===== config.mk =====
export PLATFORM = sky130hd
export DESIGN_NAME = m_registers
export DESIGN_NICKNAME = d
export VERILOG_FILES = /design/src/rtl/m_registers.sv
export SDC_FILE = /design/constraint.sdc
export NUM_CORES = 1
export LEC_CHECK = 0
export BUFFER_PORTS_ARGS = -buffer_cell sky130_fd_sc_hd__buf_2
export CORE_AREA = 2 2 121 123
export CTS_BUF_LIST = sky130_fd_sc_hd__clkbuf_16
export DETAILED_ROUTE_END_ITERATION = 8
export DIE_AREA = 0 0 123 125
export PLACE_DENSITY = 0.8
export SLEW_MARGIN = 30
export SYNTH_ARGS = -nofsm -noshare
export SYNTH_HDL_FRONTEND = slang
export SYNTH_SLANG_ARGS = --single-unit

===== constraint.sdc =====
create_clock -name clk -period 1.6 [get_ports clk]
set_input_delay 0.16 -clock clk [delete_from_list [all_inputs] [get_ports clk]]
set_output_delay 0.16 -clock clk [all_outputs]
set_load 0.01 [all_outputs]

===== src/rtl/m_registers.sv =====
// Remainder (R), divisor (D) and quotient (Z) registers of the iterative M-unit divider.
// Each register follows its own 2-bit selector; all outputs are registered.
module m_registers (
  input  logic        clk,
  input  logic        resetn,
  input  logic [1:0]  mux_R,
  input  logic [1:0]  mux_D,
  input  logic [1:0]  mux_Z,
  input  logic [31:0] rs1,
  input  logic [31:0] rs2,
  input  logic [31:0] sub_result,
  input  logic        sub_neg,
  output logic [31:0] R,
  output logic [62:0] D,
  output logic [31:0] Z
);

  localparam int unsigned MUX_R_LENGTH = 2;
  localparam int unsigned MUX_D_LENGTH = 2;
  localparam int unsigned MUX_Z_LENGTH = 2;

  localparam logic [MUX_R_LENGTH-1:0] MUX_R_KEEP     = 2'd0;
  localparam logic [MUX_R_LENGTH-1:0] MUX_R_A        = 2'd1;
  localparam logic [MUX_R_LENGTH-1:0] MUX_R_A_NEG    = 2'd2;
  localparam logic [MUX_R_LENGTH-1:0] MUX_R_SUB_KEEP = 2'd3;

  localparam logic [MUX_D_LENGTH-1:0] MUX_D_KEEP  = 2'd0;
  localparam logic [MUX_D_LENGTH-1:0] MUX_D_B     = 2'd1;
  localparam logic [MUX_D_LENGTH-1:0] MUX_D_B_NEG = 2'd2;
  localparam logic [MUX_D_LENGTH-1:0] MUX_D_SHR   = 2'd3;

  localparam logic [MUX_Z_LENGTH-1:0] MUX_Z_KEEP    = 2'd0;
  localparam logic [MUX_Z_LENGTH-1:0] MUX_Z_ZERO    = 2'd1;
  localparam logic [MUX_Z_LENGTH-1:0] MUX_Z_SHL_ADD = 2'd2;

  // Two's-complement negation modulo 2^32 (0x80000000 maps to itself).
  function automatic logic [31:0] neg32(input logic [31:0] v);
    neg32 = (~v) + 32'd1;
  endfunction

  logic [31:0] r_rem;
  logic [62:0] r_div;
  logic [31:0] r_quo;
  logic [31:0] w_rem_next;
  logic [62:0] w_div_next;
  logic [31:0] w_quo_next;

  // Next-state selection for the three registers, each driven only by its own selector.
  always_comb begin
    w_rem_next = r_rem;
    w_div_next = r_div;
    w_quo_next = r_quo;

    case (mux_R)
      MUX_R_KEEP:  w_rem_next = r_rem;
      MUX_R_A:     w_rem_next = rs1;
      MUX_R_A_NEG: w_rem_next = neg32(rs1);
      MUX_R_SUB_KEEP: begin
        if (!sub_neg) begin
          w_rem_next = sub_result;
        end else begin
          w_rem_next = r_rem;
        end
      end
      default:     w_rem_next = r_rem;
    endcase

    case (mux_D)
      MUX_D_KEEP:  w_div_next = r_div;
      MUX_D_B:     w_div_next = {rs2, 31'd0};
      MUX_D_B_NEG: w_div_next = {neg32(rs2), 31'd0};
      MUX_D_SHR:   w_div_next = {1'b0, r_div[62:1]};
      default:     w_div_next = r_div;
    endcase

    case (mux_Z)
      MUX_Z_KEEP:    w_quo_next = r_quo;
      MUX_Z_ZERO:    w_quo_next = 32'd0;
      MUX_Z_SHL_ADD: w_quo_next = {r_quo[30:0], ~sub_neg};
      default:       w_quo_next = r_quo;
    endcase
  end

  // State registers with asynchronous clear.
  always_ff @(posedge clk or negedge resetn) begin
    if (!resetn) begin
      r_rem <= 32'd0;
      r_div <= 63'd0;
      r_quo <= 32'd0;
    end else begin
      r_rem <= w_rem_next;
      r_div <= w_div_next;
      r_quo <= w_quo_next;
    end
  end

  assign R = r_rem;
  assign D = r_div;
  assign Z = r_quo;

endmodule


==> qor.yml <==
grt_max_degree: 71
cpMostUsedCell: "or4_4"
p_sw_w: 0.00280
syn_area_per_cell_um2: 9.99
slowest_stage: "or4_4"
path_clk_slew_ns: 0.06
rsz0062_at_grt: "true"
cts_tree: "done"
dpl.cell_count: 1187
holdWs_ns: 0.0350
synth-simple-area-share_pct: 16.6
p_total_w: 0.00949
hold_start: "rs2[0]"
power_frac_clock_pct: 43.2
setup_viol: 12
r2r_start: "R[25]$_DFFE_PN0P_"
path_cells: "buf_6 > or4_4 > or4_4 > nand4bb_4 > xor2_1 > mux4_2"
area_growth_pct: 41.4
critPathCaptureType: "register"
dp_hpwl_um: 15400
finalHoldViolCount: 0
crit_arrival_ns: 2.14
p_int_w: 0.00668
cts.sinks: 127
ys_ff_latch: 127
critPathTopFamily: "simple AND/OR/NAND/NOR gates"
required_ns: 1.89
vias: 7121
cts_root_buf: "clkbuf_16"
powerDensity_mw_per_mm2: 934
cts_max_level: 4
portBuffers: 231
synth_enable_flop_cells: 0
reg2reg_depth: 3
syn_nets: 827
fin_cells: 1229
synth_adder_area_share_pct: 0.523
crit_type: "in -> reg"
grt_overflow: 0
ys_warn_count: 0
report.final.slew_viol_count: 0
seq_power_share_pct: 38.3
clockBufferDepth: 2
cp-start-kind: "primary input"
wl_um: 21300
power_frac_comb_pct: 18.5
hold_path_class: "in -> reg"
drc_errors: 0
status: "finished, violations left"
finalCriticalPeriod_ns: 1.85
synth_top_family_by_area: "simple AND/OR/NAND/NOR gates"
cts_buffers: 17
multi_input_area_mm2: 0.00395
seq_area_mm2: 0.00318
yosysUniqueCellTypes: 53
reg2reg_to: "R[25]$_DFFE_PN0P_"
gp_congestion: 0.920
place_ws_ns: -0.791
grt_pass1_wl_um: 34100
path_max_fanout: 3
antenna_found_initial: 2
seq_area_frac_synth_pct: 44.3
slew_headroom_pct: 49.8
ios: 232
post_drt_wl_per_cell_um: 17.4
worst_pin_slew_ns: 0.751
layout.nets: 1139
fp.dieW_um: 123
p_leak_nw: 4.81
synth.area.mux_share_pct: 14.0
hold_path_end: "D[31]$_DFFE_PN0P_"
core-area_mm2: 0.0142
start_util_pct: 50.6
ant_nets: 0
synth_cells: 719
drtIter0Drc: 537
drive_gt1_share_pct: 43.4
dr.pass1.iters: 5
ys_async_sr_fraction_pct: 100
synth_area_mm2: 0.00718
max-vdd-ir-drop_v: 0.000765
mostFrequentLayoutCell: "buf_2"
synth_xor_area_share_pct: 5.37
max_stage_delay_ns: 0.53
fillers: 1002
setup_slack_ns: -0.248
drv_cap: 0
final_cell_mix: "buf_2 (225), dfrtp_1 (127), buf_4 (99)"
fmax_mhz: 541
rows: 44
setup-tns-final_ns: -1.99
die-area_mm2: 0.0154
synth_compound_area_share_pct: 16.3
clock_skew_ns: 0.0101
synthFlopType: "dfrtp_1"
grt_pass1_vias: 6860
critPathBufInv: 1
die_height_um: 125
violations: "setup timing"
grtUsageTotal_pct: 28.1
sw_frac_of_total_pct: 29.5
period_share_pct: 116
viasPerCell: 5.79
clk_latency_ns: 0.42
r2r_setup_slack_ns: 0.19
whs_path_depth: 3
[cell usage after synthesis (2+ instances only)]
library cell    n  area share (%)
o22ai_1        12             1.0
nor2_1         57             3.0
or2_2           2            0.17
a22o_1         31             3.8
o22a_1          3            0.37
nand2b_1        8            0.70
dfrtp_1       127              44
nand4b_1        4            0.49
xnor2_1        25             3.0
nor2b_1         6            0.52
nand4_1         9            0.78
xor2_1         19             2.3
ha_1            3            0.52
nor3b_1         2            0.21
o21ai_0        69             4.8
mux2_2         18             2.8
a21o_1          5            0.52
o21a_1          4            0.42
or3_1           4            0.35
a21oi_1        29             2.0
clkbuf_1       40             2.1
o31ai_1         4            0.42
mux2i_1        19             2.6
and4b_1         2            0.28
mux4_2         26             8.2
nor3_1         17             1.2
a2bb2o_1        5            0.70
a22oi_1         8            0.84
nand3b_1        3            0.31
nor4_1          7            0.61
o2bb2ai_1       4            0.49
inv_1           6            0.31
nand2_1        95             5.0
or4_1           7            0.73
buf_1           9            0.47
and2_1          3            0.26
nand3_1        11            0.77
[metrics by stage]
step                      instance area (µm²)  utilization (%)
after floorplan                          7300                -
after global placement                   9350             65.8
after detailed placement                 9360             65.9
after CTS                               10000             70.7
after global routing                    10200             71.5
final                                   10200             71.5
[cells by family (layout without fill, tap and decap cells)]
kind of cell	Yosys count	after routing
AND/OR/NAND/NOR	244	244
AO/OA/AOI/OAI	181	181
flip-flops	127	127
multiplexers	64	64
buffers and inverters	56	381
XOR/XNOR	44	44
adder cells (fa/ha/maj)	3	3
other	0	1
[worst min-delay path, delay by kind of cell]
kind | cells | cell delay, ns
AO/OA/AOI/OAI | 1 | 0.09
buffers and inverters | 2 | 0.15
[sequential cells by signal, indices dropped and copies added (netlist names)]
name and flops:
R 32, Z 32, D 63
[power groups by stage]
stage	registers (W)	clock network, W	logic, W
after floorplan	0.00375	0	0.000780
after global placement	0.00368	0	0.00168
after detailed placement	0.00368	0	0.00172
after CTS	0.00363	0.00415	0.00174
after global routing	0.00366	0.00429	0.00191
final	0.00364	0.00409	0.00176
[layout make-up]
cell class | count | share of cell area (%)
flip-flops and latches | 127 | 31.3
well taps | 184 | 2.27
multi-input cells | 536 | 38.9
clock inverters | 15 | 1.85
diodes | 1 | 0.0246
clock buffers | 17 | 4.19
repair buffers | 343 | 21.1
inverters | 6 | 0.394
[how the worst max path moves through the flow]
stage | startpoint | endpoint | slack [ns] | cells past startpoint
global route | rs2[5] | D[48]$_DFFE_PN0P_ | -0.27 | 6
detailed placement | rs2[6] | D[54]$_DFFE_PN0P_ | -0.79 | 7
floorplan | rs2[6] | D[48]$_DFFE_PN0P_ | -0.63 | 6
global placement | rs2[6] | D[54]$_DFFE_PN0P_ | -0.72 | 7
CTS | rs2[3] | D[48]$_DFFE_PN0P_ | -0.22 | 6
finish | rs2[5] | D[48]$_DFFE_PN0P_ | -0.25 | 6
[repair_timing]
action / in CTS / in global routing
setup endpoints to repair: 13 / 25
hold buffers: 1 / 0
endpoints found under the hold margin: 127 / 0
setup buffers: 5 / 8
pin swaps: 8 / 20
resized for setup: 7 / 22
[routing by layer]
| layer | GRT usage (%) | part of all wire [%] |
|---|---|---|
| met4 | 11.8 | 3.0 |
| met2 | 44.2 | 48 |
| met1 | 37.3 | 40 |
| met5 | 0 | 0.061 |
| met3 | 6.61 | 8.7 |
Power figures use the tool's default switching activity.
